--- config.mk ---
export PLATFORM = sky130hd
export DESIGN_NAME = sram_frame_reader
export DESIGN_NICKNAME = d
export VERILOG_FILES = /design/src/rtl/sram_frame_reader.sv
export SDC_FILE = /design/constraint.sdc
export NUM_CORES = 1
export LEC_CHECK = 0
export BUFFER_PORTS_ARGS = -buffer_cell sky130_fd_sc_hd__clkbuf_2
export CAP_MARGIN = 20
export CORE_UTILIZATION = 59
export DETAILED_ROUTE_END_ITERATION = 6
export GPL_ROUTABILITY_DRIVEN = 0
export HOLD_SLACK_MARGIN = 0.08
export PLACE_DENSITY = 0.75
export RECOVER_POWER = 100
export SYNTH_ARGS = -nofsm -noshare
export SYNTH_HDL_FRONTEND = slang
export SYNTH_SLANG_ARGS = --single-unit
export TNS_END_PERCENT = 50
--- constraint.sdc ---
create_clock -name i_clk -period 4.65 [get_ports i_clk]
set_input_delay 0.6975 -clock i_clk [delete_from_list [all_inputs] [get_ports i_clk]]
set_output_delay 0.6975 -clock i_clk [all_outputs]
set_load 0.01 [all_outputs]
--- src/rtl/sram_frame_reader.sv ---
// sram_frame_reader
// -----------------
// Read side of the SRAM frame buffer. Once per frame, this block streams an
// RGB565 image from SRAM in raster order. Each pixel is expanded to 8-bit
// channels and presented through a small prefetch FIFO. Reads are issued only
// in cycles where the external arbiter grants the bus. SRAM read data is
// captured on the edge that ends the issue cycle, so a read is never left in
// flight across an edge.
//
// Ports
//   i_clk, i_rst            : clock, synchronous active-high reset
//   i_frame_start           : one-cycle pulse that starts or restarts a frame
//   i_grant                 : this block owns the SRAM bus this cycle
//   o_SRAM_ADDR, i_SRAM_DQ  : SRAM word address and read data
//   o_SRAM_*_N              : SRAM controls, active-low (WE_N is held high)
//   i_pix_req               : consumer takes the head pixel this cycle
//   o_valid, o_red/green/blue : head pixel; channels read 0 when not valid
//   o_frame_done            : pulse in the cycle after the final pixel is popped
//   o_underflow             : sticky flag, set on a request to an empty FIFO
`timescale 1ns/1ps
module sram_frame_reader #(
  parameter int BASE_ADDR  = 0,
  parameter int H_ACTIVE   = 640,
  parameter int V_ACTIVE   = 480,
  parameter int FIFO_DEPTH = 8
) (
  input  logic        i_clk,
  input  logic        i_rst,
  input  logic        i_frame_start,
  input  logic        i_grant,
  output logic [19:0] o_SRAM_ADDR,
  input  logic [15:0] i_SRAM_DQ,
  output logic        o_SRAM_CE_N,
  output logic        o_SRAM_OE_N,
  output logic        o_SRAM_WE_N,
  output logic        o_SRAM_LB_N,
  output logic        o_SRAM_UB_N,
  input  logic        i_pix_req,
  output logic        o_valid,
  output logic [7:0]  o_red,
  output logic [7:0]  o_green,
  output logic [7:0]  o_blue,
  output logic        o_frame_done,
  output logic        o_underflow
);

  localparam int          AW      = $clog2(FIFO_DEPTH);
  localparam logic [18:0] TOTAL   = 19'(H_ACTIVE * V_ACTIVE);
  localparam logic [18:0] LAST    = TOTAL - 19'd1;
  localparam logic [AW:0] DEPTH_C = (AW + 1)'(FIFO_DEPTH);

  localparam logic [1:0] S_IDLE  = 2'd0;
  localparam logic [1:0] S_FETCH = 2'd1;
  localparam logic [1:0] S_DRAIN = 2'd2;

  logic [1:0]    state_q, state_d;
  logic [18:0]   rd_idx_q, rd_idx_d;
  logic [18:0]   pop_idx_q, pop_idx_d;
  logic [AW:0]   count_q, count_d;
  logic [AW-1:0] wr_ptr_q, wr_ptr_d;
  logic [AW-1:0] rd_ptr_q, rd_ptr_d;
  logic          underflow_q, underflow_d;
  logic          frame_done_q, frame_done_d;
  logic [19:0]   addr_q, addr_d;
  logic [15:0]   mem [FIFO_DEPTH];

  logic          active;
  logic          pop;
  logic          issue;
  logic [19:0]   issue_addr;
  logic [15:0]   head;

  assign active = (state_q == S_FETCH) || (state_q == S_DRAIN);

  // A frame-start cycle does neither a pop nor an issue. This ensures the
  // flushed FIFO restarts cleanly, with word 0 as the first read.
  assign pop   = active && i_pix_req && (count_q != '0) && !i_frame_start;
  assign issue = (state_q == S_FETCH) && i_grant && !i_frame_start &&
                 ((count_q < DEPTH_C) || pop);

  // 20-bit addition wraps modulo 2^20.
  assign issue_addr = 20'(BASE_ADDR) + {1'b0, rd_idx_q};

  // NOTE: every variable gets a default at the top of always_comb, so no path
  // leaves it unassigned and no latch is inferred.
  always_comb begin
    state_d      = state_q;
    rd_idx_d     = rd_idx_q;
    pop_idx_d    = pop_idx_q;
    count_d      = count_q;
    wr_ptr_d     = wr_ptr_q;
    rd_ptr_d     = rd_ptr_q;
    underflow_d  = underflow_q;
    frame_done_d = 1'b0;
    addr_d       = addr_q;

    if (i_frame_start) begin
      state_d     = S_FETCH;
      rd_idx_d    = '0;
      pop_idx_d   = '0;
      count_d     = '0;
      wr_ptr_d    = '0;
      rd_ptr_d    = '0;
      underflow_d = 1'b0;
    end else begin
      if (issue) begin
        rd_idx_d = rd_idx_q + 19'd1;
        wr_ptr_d = wr_ptr_q + AW'(1);
        addr_d   = issue_addr;
        if (rd_idx_q == LAST) state_d = S_DRAIN;
      end
      if (pop) begin
        pop_idx_d = pop_idx_q + 19'd1;
        rd_ptr_d  = rd_ptr_q + AW'(1);
        // The last pop can only happen in DRAIN, because every read was
        // issued on an earlier edge.
        if ((state_q == S_DRAIN) && (pop_idx_q == LAST)) begin
          state_d      = S_IDLE;
          frame_done_d = 1'b1;
        end
      end
      case ({issue, pop})
        2'b10:   count_d = count_q + (AW + 1)'(1);
        2'b01:   count_d = count_q - (AW + 1)'(1);
        default: count_d = count_q;
      endcase
      if (active && i_pix_req && (count_q == '0)) underflow_d = 1'b1;
    end
  end

  // NOTE: sequential state uses non-blocking assignments only, so every
  // register samples the pre-edge values of the others.
  always_ff @(posedge i_clk) begin
    if (i_rst) begin
      state_q      <= S_IDLE;
      rd_idx_q     <= '0;
      pop_idx_q    <= '0;
      count_q      <= '0;
      wr_ptr_q     <= '0;
      rd_ptr_q     <= '0;
      underflow_q  <= 1'b0;
      frame_done_q <= 1'b0;
      addr_q       <= '0;
    end else begin
      state_q      <= state_d;
      rd_idx_q     <= rd_idx_d;
      pop_idx_q    <= pop_idx_d;
      count_q      <= count_d;
      wr_ptr_q     <= wr_ptr_d;
      rd_ptr_q     <= rd_ptr_d;
      underflow_q  <= underflow_d;
      frame_done_q <= frame_done_d;
      addr_q       <= addr_d;
    end
  end

  // NOTE: the FIFO storage has no reset. Its contents are never observed
  // while count is 0, and the channel outputs are masked by o_valid.
  always_ff @(posedge i_clk) begin
    if (issue) mem[wr_ptr_q] <= i_SRAM_DQ;
  end

  assign head    = mem[rd_ptr_q];
  assign o_valid = (count_q != '0);

  // RGB565 to 8 bits per channel: the top bits are replicated into the LSBs.
  assign o_red   = o_valid ? {head[15:11], head[15:13]} : 8'h00;
  assign o_green = o_valid ? {head[10:5],  head[10:9]}  : 8'h00;
  assign o_blue  = o_valid ? {head[4:0],   head[4:2]}   : 8'h00;

  // The address bus holds the last issued address between reads.
  assign o_SRAM_ADDR  = issue ? issue_addr : addr_q;
  assign o_SRAM_CE_N  = ~issue;
  assign o_SRAM_OE_N  = ~issue;
  assign o_SRAM_LB_N  = ~issue;
  assign o_SRAM_UB_N  = ~issue;
  assign o_SRAM_WE_N  = 1'b1;

  assign o_frame_done = frame_done_q;
  assign o_underflow  = underflow_q;

endmodule

Word-level counts from Yosys, hierarchy flattened. Memories as Yosys holds them, arrays and structs flattened. A register that Yosys moved wholly into a read port is not among the register bits. Cells that the tools add are included.

Register bits after elaboration: 72. RAM bits: 128. Bits of input ports: 21. Output and inout port bits: 52. Logic and storage cells: 57. Memories kept: 1.

Add/subtract/negate cells: 6. $lt $le $gt $ge: 1. Eq/ne operators: 6. Mux-type cells: 15. Bitwise gates (word level): 2. Reduce and logical (&&, ||, !) cells: 16.

Memories: mem (depth 8, width 16, read ports 1, clocked after memory_dff 1, wr ports 1, line 65) `logic [15:0] mem [FIFO_DEPTH];`.

Operator list (number): adder 19 x 1 -> 19 bit (second input constant) (2); equality test 19 bit (second input constant) (2); two-way mux 8 bit (3); two-way mux 20 bit (1); logical AND 1 bit (8); two-way mux 2 bit (4); case mux 4 bit (2 select lines) (1); adder 3 x 1 -> 3 bit (second input constant) (2); two-way mux 3 bit (2); adder 4 x 1 -> 4 bit (second input constant) (1); equality test 2 x 1 -> 1 bit (second input constant) (2); equality test 2 bit (second input constant) (2); logical NOT 4 bit (1); less-than comparator 4 bit (second input constant) (1); two-way mux 1 bit (4); nonzero test 4 bit (1); subtractor 4 x 1 -> 4 bit (second input constant) (1); OR reduction 3 bit (1); logical OR 1 bit (2); NOT 1 bit (2); nonzero test 2 bit (1); OR reduction 2 bit (1); logical NOT 1 bit (1).

Longest topological paths before layout. Gate-level depths: netlist of run 1.

Depth after elaboration: 11. Depth in mapped cells: 14. Mapped depth without buffers: 12.

Least setup slack after synthesis of run 1. No wires, ideal clock.

Path kind: reg-to-reg. From: reg state_q[0]. To: mem mem[1][0], enable pin. Setup time: 436 ps. Arrival time: 3524 ps. Required time: 4214 ps. Setup slack: 690 ps. Stages on the path, launching flop included: 9. Path buffers: 2. Period minus slack after synthesis: 3960 ps. Cell sequence: dfxtp_1 inv_1 ha_1 nand2b_1 clkbuf_1 a21oi_2 inv_2 buf_1 nor4b_1.

Longest elaborated chain between the ends: 9. Elaborated cells on any way between the ends: 12. Those cells by class: eq/ne (2); mux (2); reduce/logical (8).

RTL lines: from (decl) (line 56) `logic [1:0] state_q, state_d;`; from (signal assigned) (line 145) `state_q <= state_d;`; equality test 2 x 1 -> 1 bit or equality test 2 bit (tied branches) (line 73, 78); logical OR 1 bit (line 73) `assign active = (state_q == S_FETCH) || (state_q == S_DRAIN);`; logical AND 1 bit (3 in series) (line 77) `assign pop = active && i_pix_req && (count_q != '0) && !i_frame_start;`; logical OR 1 bit (line 79) `((count_q < DEPTH_C) || pop);`; logical AND 1 bit * (line 78) `assign issue = (state_q == S_FETCH) && i_grant && !i_frame_start &&`; two-way mux 1 bit * (line 160) `if (issue) mem[wr_ptr_q] <= i_SRAM_DQ;`; two-way mux 1 bit (not written as such) * (line 160); to (decl) (line 65).

Mark *: on every way between the ends. The rest lies on a longest branch, timed or not.

Worst setup path in the final report of run 1.
From: reg state_q[0]. To: out o_SRAM_ADDR[0].

Longest elaborated chain between the ends: 8. Elaborated cells on any way between the ends: 11. Those cells by class: eq/ne (2); mux (1); reduce/logical (8).

RTL lines: equality test 2 x 1 -> 1 bit or equality test 2 bit (tied branches) (line 73, 78); logical OR 1 bit (line 73); logical AND 1 bit (3 in series) (line 77); logical OR 1 bit (line 79); logical AND 1 bit * (line 78); two-way mux 20 bit *; to (decl) (line 31) `output logic [19:0] o_SRAM_ADDR,`.

Marked as above.

==> impl_metrics.ini, run 1 <==
[run_status]
outcome = complete, but fails checks
violations = capacitance limit, slew limit

[sta]
min_period_ns = 3.84
max_freq_mhz = 261
max_slew_margin = -0.725
clock_skew_ns = 0.0164
final.setup.tns_ns = 0
rsz0062_at_grt = false
fin_ws_ns = 0.814
hold_ws_ns = 0.491
worst_slew_pin_slew_ns = 2.59
fin_crit_sh = 0.825
hold_viol_final = 0
drv_slew = 115
setup_violations = 0

[logic_synthesis]
mappedNetlistArea_sq_um = 8360
synth.distinct_cells = 52
syn_nets = 622
avgSynthCellArea_sq_um = 14.1
syn_inst = 592
yosysSeqAreaShare = 0.639
synth_edf_count = 128
ys_ff_latch = 203
ys.flop_type = edfxtp_1
yosysWarnings = 0
async_flop_share = 0

[global_routing]
grt_overflow_total = 0
grt_max_degree = 47
grt_pass1_wl_microns = 25200
track_usage = 0.224
grt_pass1_vias = 4893
antenna_found_initial = 0

[worst_setup_path]
critPathMaxStageDelay_ns = 0.63
start_kind = register
path_class = reg2out
cp_cell_sequence = inv_1 > ha_1 > nand2b_1 > a21oi_1 > inv_2 > mux2_1 > clkbuf_1
crit_path_end_kind = primary output
cp.required_ns = 3.95
crit_arrival_ns = 3.14
crit_slowest_cell = a21oi_1
crit_fanout = 32

[clock_tree]
cts_tree = built
clockBufferDepth = 3
clkLatencyLatePin_ns = 0.50
clock_sink_count = 203
hold_buffers = 0
cts_post_setup_buffers_inserted = 0
htreeDepth = 1
clockRootBuffer = clkbuf_16
cts_buffers = 21
cts.clk_slew.worst_paths_ns = 0.06
ctsResizeCount = 0

[floorplanning]
die_area_sq_um = 14700
fp-row-count = 43
io_pins = 73
die_w_microns = 121
core_area_sq_um = 13900
die_h_microns = 121
start_util = 0.603

[layout]
fin_nets = 682
diodes = 0
area_growth_pct = 13.8
final_util = 0.686
fill_cells = 1010
drive_above_1_share = 0.150

[pwr]
power_frac_clock = 0.490
p_sw_mw = 0.740
combPwrFrac = 0.019
irDropWorstVdd_mv = 0.303
p_int_mw = 3.17
p_leak_nw = 3.04
finalPower_mw = 3.91
p_seq_frac = 0.491
switching_share = 0.189
pwr_density_cell_nw_per_um2 = 411

[place]
place_ws_ns = 1.30
io_buffers = 71
hpwl_microns = 9290

[detailed_routing]
drt_first_pass_iters = 5
drt_wl_total_microns = 15900
final_antenna_net_count = 0
via_count = 5005
viasPerCell = 5.91
routedWlPerCell_microns = 18.7
drt_iter0_markers = 221
drc = 0

[job]
maxCapViolCount = 5

[hold_path]
holdCritPathClass = reg2reg
-- path summary, 6_finish.rpt --
kind	start	end	slack, ns	cells after the start
worst max register to register	state_q[0]$_SDFF_PP0_	mem[5][15]$_DFFE_PP_	1.01	7
worst min register to register	rd_ptr_q[1]$_SDFFE_PP0P_	register	0.49	2
worst min-delay path	rd_ptr_q[1]$_SDFFE_PP0P_	register	0.49	2
worst max-delay path	state_q[0]$_SDFF_PP0_	o_SRAM_ADDR[0]	0.81	7
-- metal layers --
metal  global-route usage  vias to the layer above  routed length [microns]
met5                    0                        -                        0
met4               0.0602                        0                      234
met2                0.393                      131                     7980
li1                     -                     2368                        -
met3               0.0320                       18                      835
met1                0.291                     2488                     6810
-- synth_stat cells, drive strengths merged (9+ instances only) --
master | count | area share
or4 | 13 | 0.012
nand3 | 13 | 0.0078
ha | 9 | 0.013
nor2b | 24 | 0.018
mux2i | 20 | 0.024
mux4 | 32 | 0.086
buf | 25 | 0.018
o21ai | 13 | 0.0078
nand2 | 25 | 0.011
xnor2 | 9 | 0.0094
o31ai | 12 | 0.011
mux2 | 19 | 0.026
or3 | 17 | 0.013
nor2 | 38 | 0.017
clkbuf | 16 | 0.0072
inv | 10 | 0.0045
dfxtp | 75 | 0.18
edfxtp | 128 | 0.46
a21oi | 33 | 0.020
-- placed cells by master, fill, tap and decap left out, types with 4 or more instances in the layout --
| master | Yosys | layout |
|---|---|---|
| o21ai_0 | 13 | 13 |
| nor2b_1 | 24 | 24 |
| nor4b_1 | 4 | 4 |
| and4_1 | 4 | 4 |
| nand3_1 | 13 | 13 |
| or3_1 | 17 | 17 |
| ha_1 | 9 | 9 |
| o31ai_1 | 12 | 12 |
| mux2_2 | 19 | 16 |
| nand4_1 | 6 | 6 |
| xnor2_1 | 9 | 9 |
| clkbuf_1 | 16 | 69 |
| clkbuf_2 | 0 | 7 |
| a21oi_1 | 32 | 33 |
| nand2_1 | 25 | 25 |
| or4_1 | 12 | 13 |
| mux2i_1 | 20 | 20 |
| bufinv_16 | 0 | 7 |
| edfxtp_1 | 128 | 128 |
| inv_1 | 9 | 9 |
| dfxtp_1 | 75 | 73 |
| xor2_1 | 6 | 6 |
| nor2_1 | 38 | 38 |
| clkbuf_16 | 0 | 21 |
| mux4_2 | 32 | 32 |
-- power by group through the flow --
stage	Clock [mW]	Sequential, mW	Combinational (mW)
finish	1.92	1.92	0.0744
global route	2.01	1.92	0.0830
CTS	1.94	1.92	0.0796
detailed placement	0	1.96	0.0792
global placement	0	1.96	0.0755
floorplan	0	1.96	0.0459
-- sequential cells by signal, summed over array words and instances (netlist names), named ones only --
name	flops
addr_q	20
count_q	4
mem	128
o_frame_done	1
o_underflow	1
pop_idx_q	19
rd_idx_q	19
rd_ptr_q	3
state_q	2
wr_ptr_q	3
-- final cells by class --
class,instances,area [sq um],share of cell area
flip-flops and latches,203,5350,0.562
inverters,11,41.3,0.00434
repair buffers,78,329,0.0346
multi-input cells,337,2770,0.291
clock buffers,22,539,0.0566
well taps,180,225,0.0237
clock inverters,16,265,0.0279
-- worst max-delay path, delay by kind of cell, from the launching register on --
family                   cells  cell delay, ns
AND/OR/NAND/NOR              1            0.25
flip-flops                   1            0.33
multiplexers                 1            0.46
AO/OA/AOI/OAI                1            0.63
adder cells (fa/ha/maj)      1            0.31
buffers and inverters        3            0.67
-- cells by family (layout without fill, tap and decap cells) --
kind of cell | after synthesis | in the layout | synth area share
simple gates | 169 | 169 | 0.113
flops | 203 | 203 | 0.639
mux | 71 | 71 | 0.136
other cells | 1 | 1 | 0.000448
xor+xnor | 15 | 15 | 0.0157
fa+ha+maj | 9 | 9 | 0.0135
buf+inv | 52 | 127 | 0.0301
compound gates | 72 | 72 | 0.0527
-- stage by stage --
stage	instance area, sq um	cells
6_report	9520	847
5_1_grt	9520	847
4_1_cts	9660	846
3_5_place_dp	8850	808
3_3_place_gp	8850	808
2_1_floorplan	8360	592
Note: power is estimated with default switching activity, not from simulation.
==> inputs of run 2 (changes only) <==
- CORE_UTILIZATION: 59 -> 53
- PLACE_DENSITY: 0.75 -> 0.71
- clock period: 4.65 -> 3.4 ns (I/O delays scaled with it)
==> run 2 against run 1 <==
Against the previous run:
- the run still ends with capacitance limit, slew limit left
- design area down 0.14%
- hold slack worse by 0.14 ns
- setup slack worse by 0.62 ns
- combinational power up 42%
- critical path depth up 2
- largest cell class unchanged
- largest power group unchanged
- highest routed layer unchanged
==> impl_metrics.ini, run 2 (synthesis gave the netlist of run 1 again) <==
[run_status]
outcome = complete, but fails checks
violations = capacitance limit, slew limit

[detailed_routing]
via_count = 5050
drt_wl_total_microns = 16000
drt_iter0_markers = 299
drt_first_pass_iters = 4
viasPerCell = 5.67
drc = 0
routedWlPerCell_microns = 18.0
final_antenna_net_count = 0

[worst_setup_path]
critPathMaxStageDelay_ns = 0.34
cp_common_cell = buf_4
crit_arrival_ns = 2.70
path_class = reg2out
start_kind = register
ff2ff_setup_slack_ns = 0.29
crit_path_end_kind = primary output
crit_fanout = 13
cp-startpoint = state_q[0]$_SDFF_PP0_
crit_slowest_cell = mux2_1
cp.required_ns = 2.89
worstReg2RegStart = state_q[0]$_SDFF_PP0_
cp_cell_sequence = inv_1 > ha_1 > nand2b_1 > a21oi_2 > inv_4 > buf_4 > buf_4 > mux2_1 > clkbuf_1

[pwr]
irDropWorstVdd_mv = 0.379
p_seq_frac = 0.516
p_int_mw = 4.09
p_sw_mw = 1.00
combPwrFrac = 0.021
power_frac_clock = 0.463
pwr_density_cell_nw_per_um2 = 536
switching_share = 0.197
p_leak_nw = 3.04

[sta]
clock_skew_ns = 0.0126
max_slew_margin = -0.167
setup_violations = 0
min_period_ns = 3.21
hold_viol_final = 0
drv_slew = 31
fin_ws_ns = 0.191
worst_slew_pin_slew_ns = 1.75
hold_ws_ns = 0.354
max_freq_mhz = 312
rsz0062_at_grt = false
fin_crit_sh = 0.944

[clock_tree]
clockBufferDepth = 3
cts.clk_slew.worst_paths_ns = 0.06
htreeDepth = 1
clock_sink_count = 203
cts_tree = built
clkLatencyLatePin_ns = 0.50
clockRootBuffer = clkbuf_16
cts_post_setup_buffers_inserted = 0
cts_buffers = 22

[layout]
largest_register = mem
multi_input_area_sq_um = 2760
largest_reg_flops = 128
register_area_sq_um = 5350
area_growth_pct = 13.7
fin_nets = 694
drive_above_1_share = 0.146
fill_cells = 1247
final_common_cell = edfxtp_1
final_cell_mix = edfxtp_1 (128), clkbuf_1 (77), dfxtp_1 (74), nor2_1 (38)
design_area_sq_um = 9510
diodes = 0
reg_top3 = mem: 128 flops, addr_q: 20 flops
final_util = 0.621

[global_routing]
track_usage = 0.204
antenna_found_initial = 0
grt_overflow_total = 0
grt_pass1_wl_microns = 25800
grt_pass1_vias = 5143
grt_max_degree = 33

[floorplanning]
die_h_microns = 128
die_area_sq_um = 16300
die_w_microns = 128
start_util = 0.546
io_pins = 73
core_area_sq_um = 15300
fp-row-count = 45

[place]
place_ws_ns = 0.637
dpl_cell_area_sq_um = 8960
io_buffers = 71
hpwl_microns = 10000

[job]
maxCapViolCount = 1

[hold_path]
hp-start = i_SRAM_DQ[1]
holdCritPathClass = in2reg
[run 2: cell types whose count changed in the layout (fill, tap and decap cells not counted), sizes merged]
cell,delta
clkinvlp,-1
clkbuf,+16
bufinv,-5
buf,+3
[run 2: layout make-up]
cell class	instances	share of cell area
clock buffers	30	0.0654
clock inverters	10	0.0109
inverters	11	0.00461
multi-input cells	337	0.290
flip-flops and latches	203	0.562
well taps	211	0.0278
repair buffers	89	0.0390
[run 2: critical path: cells and delay by family, from the launching register on]
family,cells,cell delay (ns)
flops,1,0.33
buf+inv,5,0.70
simple gates,1,0.27
fa+ha+maj,1,0.31
compound gates,1,0.26
mux,1,0.34
[run 2: path summary, 6_finish.rpt]
kind / end / depth (start not counted)
setup / recovery: o_SRAM_ADDR[6] / 9
hold / removal: mem[4][1]$_DFFE_PP_ / 1
setup reg to reg: mem[1][1]$_DFFE_PP_ / 8
hold reg to reg: rd_idx_q[9]$_SDFFE_PP0P_ / 2
[run 2: through the flow]
stage / instances / TNS, ns / total power, mW
finish: 891 / 0 / 5.10
global route: 891 / 0 / 5.24
CTS: 891 / 0 / 5.15
detailed placement: 851 / 0 / 2.80
global placement: 851 / 0 / 2.79
floorplan: 592 / -6.16 / 2.74
[run 2: power by group through the flow]
| stage | registers (mW) | logic, mW | clock network, mW |
|---|---|---|---|
| final | 2.63 | 0.106 | 2.36 |
| after floorplan | 2.68 | 0.0630 | 0 |
| after detailed placement | 2.68 | 0.114 | 0 |
| after global routing | 2.63 | 0.118 | 2.50 |
| after global placement | 2.68 | 0.109 | 0 |
| after CTS | 2.63 | 0.115 | 2.40 |
[run 2: what timing repair did]
action / 4_1_cts / 5_1_grt
setup endpoints to repair: 0 / 2
hold buffers: 0 / 0
resized for setup: 0 / 1
[run 2: layer usage]
| layer | vias to the layer above | wire, microns | track usage |
|---|---|---|---|
| met3 | 33 | 798 | 0.0348 |
| met5 | - | 0 | 0 |
| met1 | 2510 | 6630 | 0.249 |
| met4 | 0 | 438 | 0.0740 |
| li1 | 2386 | - | - |
| met2 | 121 | 8180 | 0.366 |
==> inputs of run 3 (changes only) <==
- CORE_UTILIZATION: 53 -> 56
- CTS_BUF_LIST: default -> sky130_fd_sc_hd__clkbuf_4 sky130_fd_sc_hd__clkbuf_8
- PLACE_DENSITY: 0.71 -> 0.75
==> run 3 against run 2 <==
Against the previous run:
- the flow still finishes with violations (capacitance limit, slew limit)
- setup slack better by 0.060 ns
- critical path depth is 1 lower
- sequential power hardly changed
- first-iteration DRC count is 14% lower
- combinational power hardly changed
- cell count is 1.1% lower
- largest cell class unchanged
==> impl_metrics.ini, run 3 (synthesis gave the netlist of run 1 again) <==
[layout]
multi_input_area_sq_um = 2760
largest_reg_flops = 128
fin_nets = 704
drive_above_1_share = 0.165
reg_top3 = mem: 128 flops, addr_q: 20 flops
final_common_cell = edfxtp_1
area_growth_pct = 12.1
final_cell_mix = edfxtp_1 (128), dfxtp_1 (74), clkbuf_1 (71), nor2_1 (38)
register_area_sq_um = 5350
final_cells = 881
largest_register = mem
fill_cells = 1087
diodes = 0

[place]
dp_cells = 825
place_ws_ns = 0.625
hpwl_microns = 10100
io_buffers = 71

[run_status]
violations = capacitance limit, slew limit
outcome = complete, but fails checks

[pwr]
p_sw_mw = 0.976
power_frac_clock = 0.406
p_int_mw = 3.62
combPwrFrac = 0.023
p_leak_nw = 3.01
finalPower_mw = 4.60
switching_share = 0.212
pwr_density_cell_nw_per_um2 = 491
irDropWorstVdd_mv = 0.303
p_seq_frac = 0.572

[global_routing]
grt_pass1_vias = 5117
grt_pass1_wl_microns = 25700
grt_max_degree = 33
grt_overflow_total = 0
antenna_found_initial = 0
track_usage = 0.207

[sta]
max_freq_mhz = 318
fin_ws_ns = 0.251
min_period_ns = 3.15
worst_slew_pin_slew_ns = 1.75
fin_crit_sh = 0.926
drv_slew = 31
rsz0062_at_grt = false
hold_viol_final = 0
max_slew_margin = -0.166
setup_violations = 0
clock_skew_ns = 0.0172
final.setup.tns_ns = 0

[worst_setup_path]
start_kind = register
cp.required_ns = 2.89
crit_path_end_kind = primary output
crit_fanout = 18
crit_arrival_ns = 2.64
path_class = reg2out

[detailed_routing]
via_count = 5085
routedWlPerCell_microns = 17.8
viasPerCell = 5.77
drc = 0
final_antenna_net_count = 0
drt_iter0_markers = 256
drt_first_pass_iters = 4
drt_wl_total_microns = 15700

[job]
maxCapViolCount = 1

[clock_tree]
cts_buffers = 31
clockBufferDepth = 3
ctsResizeCount = 0
clockRootBuffer = clkbuf_8
cts_post_setup_buffers_inserted = 0
cts.clk_slew.worst_paths_ns = 0.07
clock_sink_count = 203
cts_tree = built
hold_buffers = 0
clkLatencyLatePin_ns = 0.56
htreeDepth = 1

[hold_path]
holdCritPathClass = in2reg

[floorplanning]
die_h_microns = 124
start_util = 0.575
io_pins = 73
fp-row-count = 44
core_area_sq_um = 14500
die_area_sq_um = 15400
die_w_microns = 124
==> run 3: layout make-up <==
| class | count | area share |
|---|---|---|
| well taps | 184 | 0.0246 |
| clock buffers | 40 | 0.0534 |
| flip-flops and latches | 203 | 0.570 |
| inverters | 11 | 0.00441 |
| clock inverters | 16 | 0.00841 |
| repair buffers | 90 | 0.0441 |
| multi-input cells | 337 | 0.295 |
==> run 3: stage by stage <==
step	utilization	area (sq um)	hold WS [ns]
after floorplan	-	8370	0.452
after global placement	0.617	8960	0.455
after detailed placement	0.617	8960	0.457
after CTS	0.657	9540	0.201
after global routing	0.645	9370	0.287
final	0.645	9370	0.299
==> run 3: metal layers <==
metal | vias to the layer above | routed length, microns | share of wire | global-route usage
li1 | 2411 | - | - | -
met3 | 17 | 769 | 0.049 | 0.0388
met4 | 0 | 187 | 0.012 | 0.0524
met1 | 2522 | 6740 | 0.43 | 0.270
met2 | 135 | 7990 | 0.51 | 0.356
met5 | - | 0 | 0 | 0
==> run 3: power groups by stage <==
stage / Sequential, mW / Clock (mW) / Combinational [mW]
after floorplan: 2.68 / 0 / 0.0630
after global placement: 2.68 / 0 / 0.106
after detailed placement: 2.68 / 0 / 0.112
after CTS: 2.63 / 1.91 / 0.112
after global routing: 2.63 / 2.02 / 0.115
final: 2.63 / 1.87 / 0.103
==> run 3: worst max-delay path: stages, from the launching register on <==
cell and delay [ns]:
dfxtp_1 0.34, inv_1 0.06, ha_1 0.31, nand2b_1 0.27
a21oi_2 0.11, inv_2 0.25, buf_6 0.24, mux2_1 0.36
clkbuf_1 0.14
==> run 3: worst paths after layout <==
check / start / to / slack [ns] / cells past startpoint
max: state_q[0]$_SDFF_PP0_ / o_SRAM_ADDR[9] / 0.25 / 8
min reg2reg: o_underflow$_SDFFE_PP0P_ / o_underflow$_SDFFE_PP0P_ / 0.48 / 1
max reg2reg: state_q[0]$_SDFF_PP0_ / mem[6][3]$_DFFE_PP_ / 0.30 / 8
min: i_SRAM_DQ[12] / mem[7][12]$_DFFE_PP_ / 0.30 / 1
